File: src/rtl/alu_issue_wb.sv
// Operand-issue / writeback sequencer around an external combinational 32-bit ALU.
// Instructions are taken one at a time, read from an 8x32 register file, condition-checked, executed and retired.
module alu_issue_wb #(
    parameter int NREG = 8,
    parameter int IMMW = 16
) (
    input  logic        clk,
    input  logic        rst_n,
    input  logic        in_valid,
    output logic        in_ready,
    input  logic [31:0] in_instr,
    output logic [3:0]  alu_cm,
    output logic [31:0] alu_num1,
    output logic [31:0] alu_num2,
    input  logic [31:0] alu_num3,
    input  logic [3:0]  alu_fl,
    output logic        done_valid,
    output logic        done_skipped,
    output logic [2:0]  done_rd,
    output logic [31:0] done_data,
    output logic [3:0]  flags,
    input  logic [2:0]  dbg_addr,
    output logic [31:0] dbg_data
);

    localparam int AW = $clog2(NREG);

    typedef enum logic [1:0] {
        S_IDLE = 2'd0,
        S_READ = 2'd1,
        S_EXEC = 2'd2,
        S_WB   = 2'd3
    } state_t;

    state_t      r_state;
    state_t      w_state_nxt;

    logic [31:0] r_instr;
    logic [31:0] r_opa;
    logic [31:0] r_opb;
    logic [3:0]  r_cmr;
    logic        r_exec;
    logic [31:0] r_res;
    logic [3:0]  r_fres;
    logic [3:0]  r_flags;
    logic [31:0] r_rf [NREG];
    logic        r_in_ready;
    logic        r_done_valid;
    logic        r_done_skipped;
    logic [2:0]  r_done_rd;
    logic [31:0] r_done_data;

    logic [3:0]    w_cond;
    logic [3:0]    w_cm;
    logic          w_s;
    logic          w_i;
    logic [AW-1:0] w_rd;
    logic [AW-1:0] w_rn;
    logic [AW-1:0] w_rm;
    logic [31:0]   w_imm;
    logic          w_cond_ok;

    // Condition field against flags {N,Z,C,V}; codes 8..15 always pass.
    function automatic logic cond_pass(input logic [3:0] cond, input logic [3:0] fl);
        logic ok;
        case (cond)
            4'd0:    ok = fl[2];
            4'd1:    ok = ~fl[2];
            4'd2:    ok = fl[1];
            4'd3:    ok = ~fl[1];
            4'd4:    ok = fl[3];
            4'd5:    ok = ~fl[3];
            4'd6:    ok = fl[0];
            4'd7:    ok = ~fl[0];
            default: ok = 1'b1;
        endcase
        return ok;
    endfunction

    assign w_cond    = r_instr[31:28];
    assign w_cm      = r_instr[27:24];
    assign w_s       = r_instr[23];
    assign w_i       = r_instr[22];
    assign w_rd      = r_instr[21:19];
    assign w_rn      = r_instr[18:16];
    assign w_rm      = r_instr[2:0];
    assign w_imm     = {{(32-IMMW){1'b0}}, r_instr[IMMW-1:0]};
    assign w_cond_ok = cond_pass(w_cond, r_flags);

    assign in_ready     = r_in_ready;
    assign alu_cm       = r_cmr;
    assign alu_num1     = r_opa;
    assign alu_num2     = r_opb;
    assign done_valid   = r_done_valid;
    assign done_skipped = r_done_skipped;
    assign done_rd      = r_done_rd;
    assign done_data    = r_done_data;
    assign flags        = r_flags;
    assign dbg_data     = r_rf[dbg_addr];

    // Next-state logic; a failed condition bypasses EXEC.
    always_comb begin
        w_state_nxt = r_state;
        case (r_state)
            S_IDLE: begin
                if (in_valid) begin
                    w_state_nxt = S_READ;
                end else begin
                    w_state_nxt = S_IDLE;
                end
            end
            S_READ: begin
                if (w_cond_ok) begin
                    w_state_nxt = S_EXEC;
                end else begin
                    w_state_nxt = S_WB;
                end
            end
            S_EXEC:  w_state_nxt = S_WB;
            S_WB:    w_state_nxt = S_IDLE;
            default: w_state_nxt = S_IDLE;
        endcase
    end

    // State register.
    always_ff @(posedge clk or negedge rst_n) begin
        if (!rst_n) begin
            r_state <= S_IDLE;
        end else begin
            r_state <= w_state_nxt;
        end
    end

    // Datapath, register file, flags and retire outputs.
    always_ff @(posedge clk or negedge rst_n) begin
        if (!rst_n) begin
            r_instr        <= 32'd0;
            r_opa          <= 32'd0;
            r_opb          <= 32'd0;
            r_cmr          <= 4'd0;
            r_exec         <= 1'b0;
            r_res          <= 32'd0;
            r_fres         <= 4'd0;
            r_flags        <= 4'd0;
            r_in_ready     <= 1'b1;
            r_done_valid   <= 1'b0;
            r_done_skipped <= 1'b0;
            r_done_rd      <= 3'd0;
            r_done_data    <= 32'd0;
            for (int i = 0; i < NREG; i++) begin
                r_rf[i] <= 32'd0;
            end
        end else begin
            r_in_ready     <= (w_state_nxt == S_IDLE);
            r_done_valid   <= 1'b0;
            r_done_skipped <= 1'b0;
            r_done_rd      <= 3'd0;
            r_done_data    <= 32'd0;
            case (r_state)
                S_IDLE: begin
                    if (in_valid) begin
                        r_instr <= in_instr;
                    end
                end
                S_READ: begin
                    // r_rf[0] is never written, so r0 reads as zero without special-casing.
                    r_opa  <= r_rf[w_rn];
                    r_opb  <= w_i ? w_imm : r_rf[w_rm];
                    r_cmr  <= w_cm;
                    r_exec <= w_cond_ok;
                    if (!w_cond_ok) begin
                        r_done_valid   <= 1'b1;
                        r_done_skipped <= 1'b1;
                        r_done_rd      <= w_rd;
                    end
                end
                S_EXEC: begin
                    r_res        <= alu_num3;
                    r_fres       <= alu_fl;
                    r_done_valid <= 1'b1;
                    r_done_rd    <= w_rd;
                    r_done_data  <= alu_num3;
                end
                S_WB: begin
                    if (r_exec) begin
                        if (w_rd != {AW{1'b0}}) begin
                            r_rf[w_rd] <= r_res;
                        end
                        if (w_s) begin
                            r_flags <= r_fres;
                        end
                    end
                end
                default: begin
                    r_exec <= 1'b0;
                end
            endcase
        end
    end

endmodule

File: config.mk
export PLATFORM = sky130hd
export DESIGN_NAME = alu_issue_wb
export DESIGN_NICKNAME = d
export VERILOG_FILES = /design/src/rtl/alu_issue_wb.sv
export SDC_FILE = /design/constraint.sdc
export NUM_CORES = 1
export LEC_CHECK = 0
export CAP_MARGIN = 10
export CORE_ASPECT_RATIO = 2
export CORE_MARGIN = 2
export CORE_UTILIZATION = 40
export DETAILED_ROUTE_END_ITERATION = 16
export GPL_ROUTABILITY_DRIVEN = 0
export GPL_TIMING_DRIVEN = 0
export SYNTH_ARGS = -nofsm -noshare
export SYNTH_HDL_FRONTEND = slang
export SYNTH_SLANG_ARGS = --single-unit
File: constraint.sdc
create_clock -name clk -period 3.7 [get_ports clk]
set_input_delay 1.11 -clock clk [delete_from_list [all_inputs] [get_ports clk]]
set_output_delay 1.11 -clock clk [all_outputs]
set_load 0.005 [all_outputs]
[Word level (Yosys, flattened, before mapping)]
Index checks and enable logic that the tools add are counted.
Storage, ports and cells
  bits of input ports: 74
  output and inout bits: 142
  register bits: 437
  logic and storage cells: 76
Operators by class
  mux-type cells: 23
  bitwise gates (word level): 8
  order comparisons: 5
  reductions and logical operators: 8
  equal/unequal tests: 10
Operators by type and width (number)
  binary-select mux 32 bit (select 3 bit): 3
  two-way mux 32 bit: 9
  bitwise mux 256 bit: 1
  demux 32 bit (select 3 bit): 1
  == test 4 x 3 -> 1 bit, second input constant: 4
  >= comparator 4 bit, second input constant: 4
  NOT 3 -> 4 bit: 4
  == test 4 x 2 -> 1 bit, second input constant: 2
  one-hot mux 1 bit (8 select lines): 1
  one-hot mux 2 bit (4 select lines): 1
  one-hot mux 3 bit (2 select lines): 1
  AND reduction 3 bit: 2
  == test 2 bit, second input constant: 2
  == test 4 x 1 -> 1 bit, second input constant: 1
  zero test 2 bit: 2
  zero test 4 bit: 1
  less-than comparator 4 x 1 -> 1 bit, second input constant: 1
  two-way mux 1 bit: 4
  NOT 1 bit: 4
  two-way mux 3 bit: 1
  nonzero test 3 bit: 1
  == test 2 x 1 -> 1 bit, second input constant: 1
  one-hot mux 1 bit (2 select lines): 1
  AND reduction 2 bit: 1
  logical AND 1 bit: 1

[Logic depth before layout (Yosys ltp)]
  depth after elaboration: 6
  gate-level depth with buffers: 7
  mapped depth without buffers: 5

[Worst setup path after synthesis]
No wires, ideal clock.
  kind: input -> output
  start: input port dbg_addr[0]
  end: output port dbg_data[1]
  slack: 0.177 ns
  stages on the path: 4
  required time: 2.590 ns
  arrival: 2.413 ns
  path buffers: 2
  cell sequence: buf_2 > buf_2 > mux4_2 > mux2_2
Between the ends
  cells in the longest elaborated chain, start to end: 4
Ends and longest elaborated chain
  start, declared: RTL line 22  | input logic [2:0] dbg_addr,
  NOT 3 -> 4 bit (not written as such): RTL line 99  | assign dbg_data = r_rf[dbg_addr];
  binary-select mux 32 bit (select 3 bit): RTL line 99
  two-way mux 32 bit (not written as such) (2 in a row): RTL line 99
  end, declared: RTL line 23  | output logic [31:0] dbg_data
Every way passes these cells. The select of a mux whose other input is x is not followed.

[Worst setup path in the final report]
  start: input port dbg_addr[0]
  end: output port dbg_data[30]
Same word-level chain as after synthesis.

==> results.sh <==
export IMPL_status="finished, final reports clean"
export IMPL_crit_arrival_ns=2.58
export IMPL_syn_area_um2=21500
export IMPL_ys_types=40
export IMPL_clkSinkCount=437
export IMPL_cpPeakStageDelay_ns=0.52
export IMPL_grt_pass1_vias=15642
export IMPL_end_kind="output pin"
export IMPL_rsz0062_at_grt="yes"
export IMPL_via_count=14464
export IMPL_hp_class="in2async"
export IMPL_clk_latency_ns=0.58
export IMPL_initialDrtViolationCount=1035
export IMPL_io_buffers=212
export IMPL_hpwl_um=49300
export IMPL_antenna_found_initial=1
export IMPL_synth_area_leaders="dfrtp_1 (51%), mux2_2 (18%), mux4_2 (17%)"
export IMPL_crit_chain="clkbuf_16 > buf_6 > buf_16 > mux4_2 > mux2_4 > dlygate4sd2_1"
export IMPL_worstMarginPinSlew_ns=1.25
export IMPL_synth_most_common_cell="dfrtp_1"
export IMPL_critPathTopFamily="multiplexers"
export IMPL_ant_nets=0
export IMPL_top_level_ports=216
export IMPL_p_total_mw=23.7
export IMPL_drc=0
export IMPL_die_area_um2=55700
export IMPL_vias_per_cell=5.88
export IMPL_p_leak_nw=11.9
export IMPL_cts_tree="yes"
export IMPL_numCtsBuffers=43
export IMPL_r2r_slack_ns=0.51
export IMPL_root_buffer="clkbuf_16"
export IMPL_worst_path_max_delay_cell="mux4_2"
export IMPL_grtUsageTotal_pct=25.5
export IMPL_synth_seq_area_share_pct=50.9
export IMPL_avgSynthCellArea_um2=14.6
export IMPL_yosys_most_used_dff="dfrtp_1"
export IMPL_grt_pass1_wl_um=104000
export IMPL_core_rowCount=120
export IMPL_required_ns=2.59
export IMPL_die_w_um=168
export IMPL_drive_above_1_share_pct=38.5
export IMPL_synth_edf_count=0
export IMPL_drv_cap=0
export IMPL_maxSlewHeadroom_pct=16.3
export IMPL_h_tree_depth=2
export IMPL_wl_per_cell_um=28.9
export IMPL_cp_num_buf_inv=4
export IMPL_ir_drop_v=0.000382
export IMPL_ys_ff_latch=437
export IMPL_async_flop_share_pct=100
export IMPL_yosys_warnings=0
export IMPL_synth_top_area_cell="dfrtp_1"
export IMPL_syn_inst=1467
export IMPL_fp_dieH_um=332
export IMPL_fin_area_um2=26700
export IMPL_grt_max_degree=118
export IMPL_post_dp_cell_area_um2=24600
export IMPL_seq_area_um2=10900
export IMPL_cp_start_kind="primary input"
export IMPL_setup_viol=0
export IMPL_first_pass_iters=5
export IMPL_start_util_pct=40.3
export IMPL_critical_path_peak_fanout=5
export IMPL_timing_fmax_mhz=271
export IMPL_synth_nets=1546
export IMPL_yosys_top_cells_count="dfrtp_1 (436), mux2_2 (352), mux4_2 (162)"
export IMPL_power_density_nw_per_um2=886
export IMPL_finalCritPeriodShare_pct=99.8
export IMPL_clk_path_buf_depth=3
export IMPL_synth_top_cell_area_share_pct=50.8
export IMPL_fill_cells=4575
export IMPL_dp_cells=2355
export IMPL_slew_viol_final=0
export IMPL_multi_input_comb_area_um2=9950
export IMPL_nets=1832
export IMPL_cts_reportedPaths_clkPinSlew_ns=0.06
export IMPL_final_hold_viol_count=0
export IMPL_routed_wirelength_um=70900
export IMPL_finalNonFillerCells=2458
export IMPL_hold_buffers=0
export IMPL_finalCriticalPeriod_ns=3.69
export IMPL_syn2layout_area_growth_pct=24.4
export IMPL_path_class="in2out"
export IMPL_grt_overflow_total=0
export IMPL_core_area_um2=53300
export IMPL_fin_skew_ns=0.0166
## area by class of cell
type                            count  share of cell area (%)
Antenna cell                        1                 0.00936
Buffer                            137                    2.94
Clock buffer                       66                    5.03
Clock inverter                     12                   0.599
Inverter                           24                   0.337
Multi-Input combinational cell    867                    37.2
Sequential cell                   437                    40.9
Tap cell                          671                    3.14
Timing Repair Buffer              243                    9.79
## logic make-up after synthesis
logic type,Yosys count,synth area share (%)
buf+inv,163,3.14
mux,559,37.6
fa+ha+maj,5,0.291
compound gates,135,4.43
flops,437,50.9
simple gates,168,3.67
## cells in the final DEF, fill, tap and decap left out, drive strengths merged, types with 7 or more instances in the layout
cell type and count:
a21o 32, dlymetal6s2s 7, a21oi 32, buf 94
clkbuf 151, a21boi 13, mux2i 39, inv 23
and2 32, clkinv 9, mux4 162, a41oi 13
dfrtp 436, nor2 67, dlygate4sd2 10, o32ai 17
mux2 358, a31oi 7, o22ai 16, nand2 43
clkdlybuf4s50 179
## flip-flops by register name, indices dropped and copies added, names as in the netlist
| name | cells |
|---|---|
| r_exec | 1 |
| r_instr | 32 |
| r_fres | 4 |
| alu_cm | 4 |
| done_rd | 3 |
| r_rf | 256 |
| r_res | 32 |
| done_data | 32 |
| done_valid | 1 |
| in_ready | 1 |
| done_skipped | 1 |
| alu_num2 | 32 |
| r_state | 2 |
| flags | 4 |
| alu_num1 | 32 |
## power by group
part | switching, mW | internal [mW]
clock | 1.95 | 2.78
sequential | 1.91 | 6.74
combinational | 4.80 | 5.50
total | 8.66 | 15.0
## per-layer routing
layer	track usage (%)	routed length [um]
met5	0	0
met4	13.1	3790
met3	3.74	3650
met2	46.3	37800
met1	29.0	25700
## final timing paths
path	from	end	cells after the start
min	rst_n	done_data[26]	1
max reg2reg	r_state[1]	alu_num1[28]	6
min in group clk	r_rf[233]	r_rf[233]	1
max	dbg_addr[0]	dbg_data[30]	6
min reg2reg	r_rf[233]	r_rf[233]	1
max in group asynchronous	rst_n	done_data[12]	4
## timing repair
item / 4_1_cts / 5_1_grt
cloned: 3 / 2
endpoints found under the hold margin: 0 / 0
endpoints found under the setup margin: 32 / 24
gates resized for setup: 137 / 27
buffers inserted: 14 / 11
## per-stage QoR
step | setup TNS, ns | setup slack (ns) | utilization, % | hold slack (ns)
after global routing | -0.00156 | -0.00156 | 50.1 | 0.518
after floorplan | 0 | 0.177 | - | 0.458
after global placement | -7840.15 | -17.95 | 45.9 | 0.472
after detailed placement | -34.53 | -1.13 | 46.1 | 0.489
after CTS | -1.70 | -0.172 | 49.9 | 0.504
final | 0 | 0.00625 | 50.1 | 0.495
Note: power is estimated with default switching activity, not from simulation.
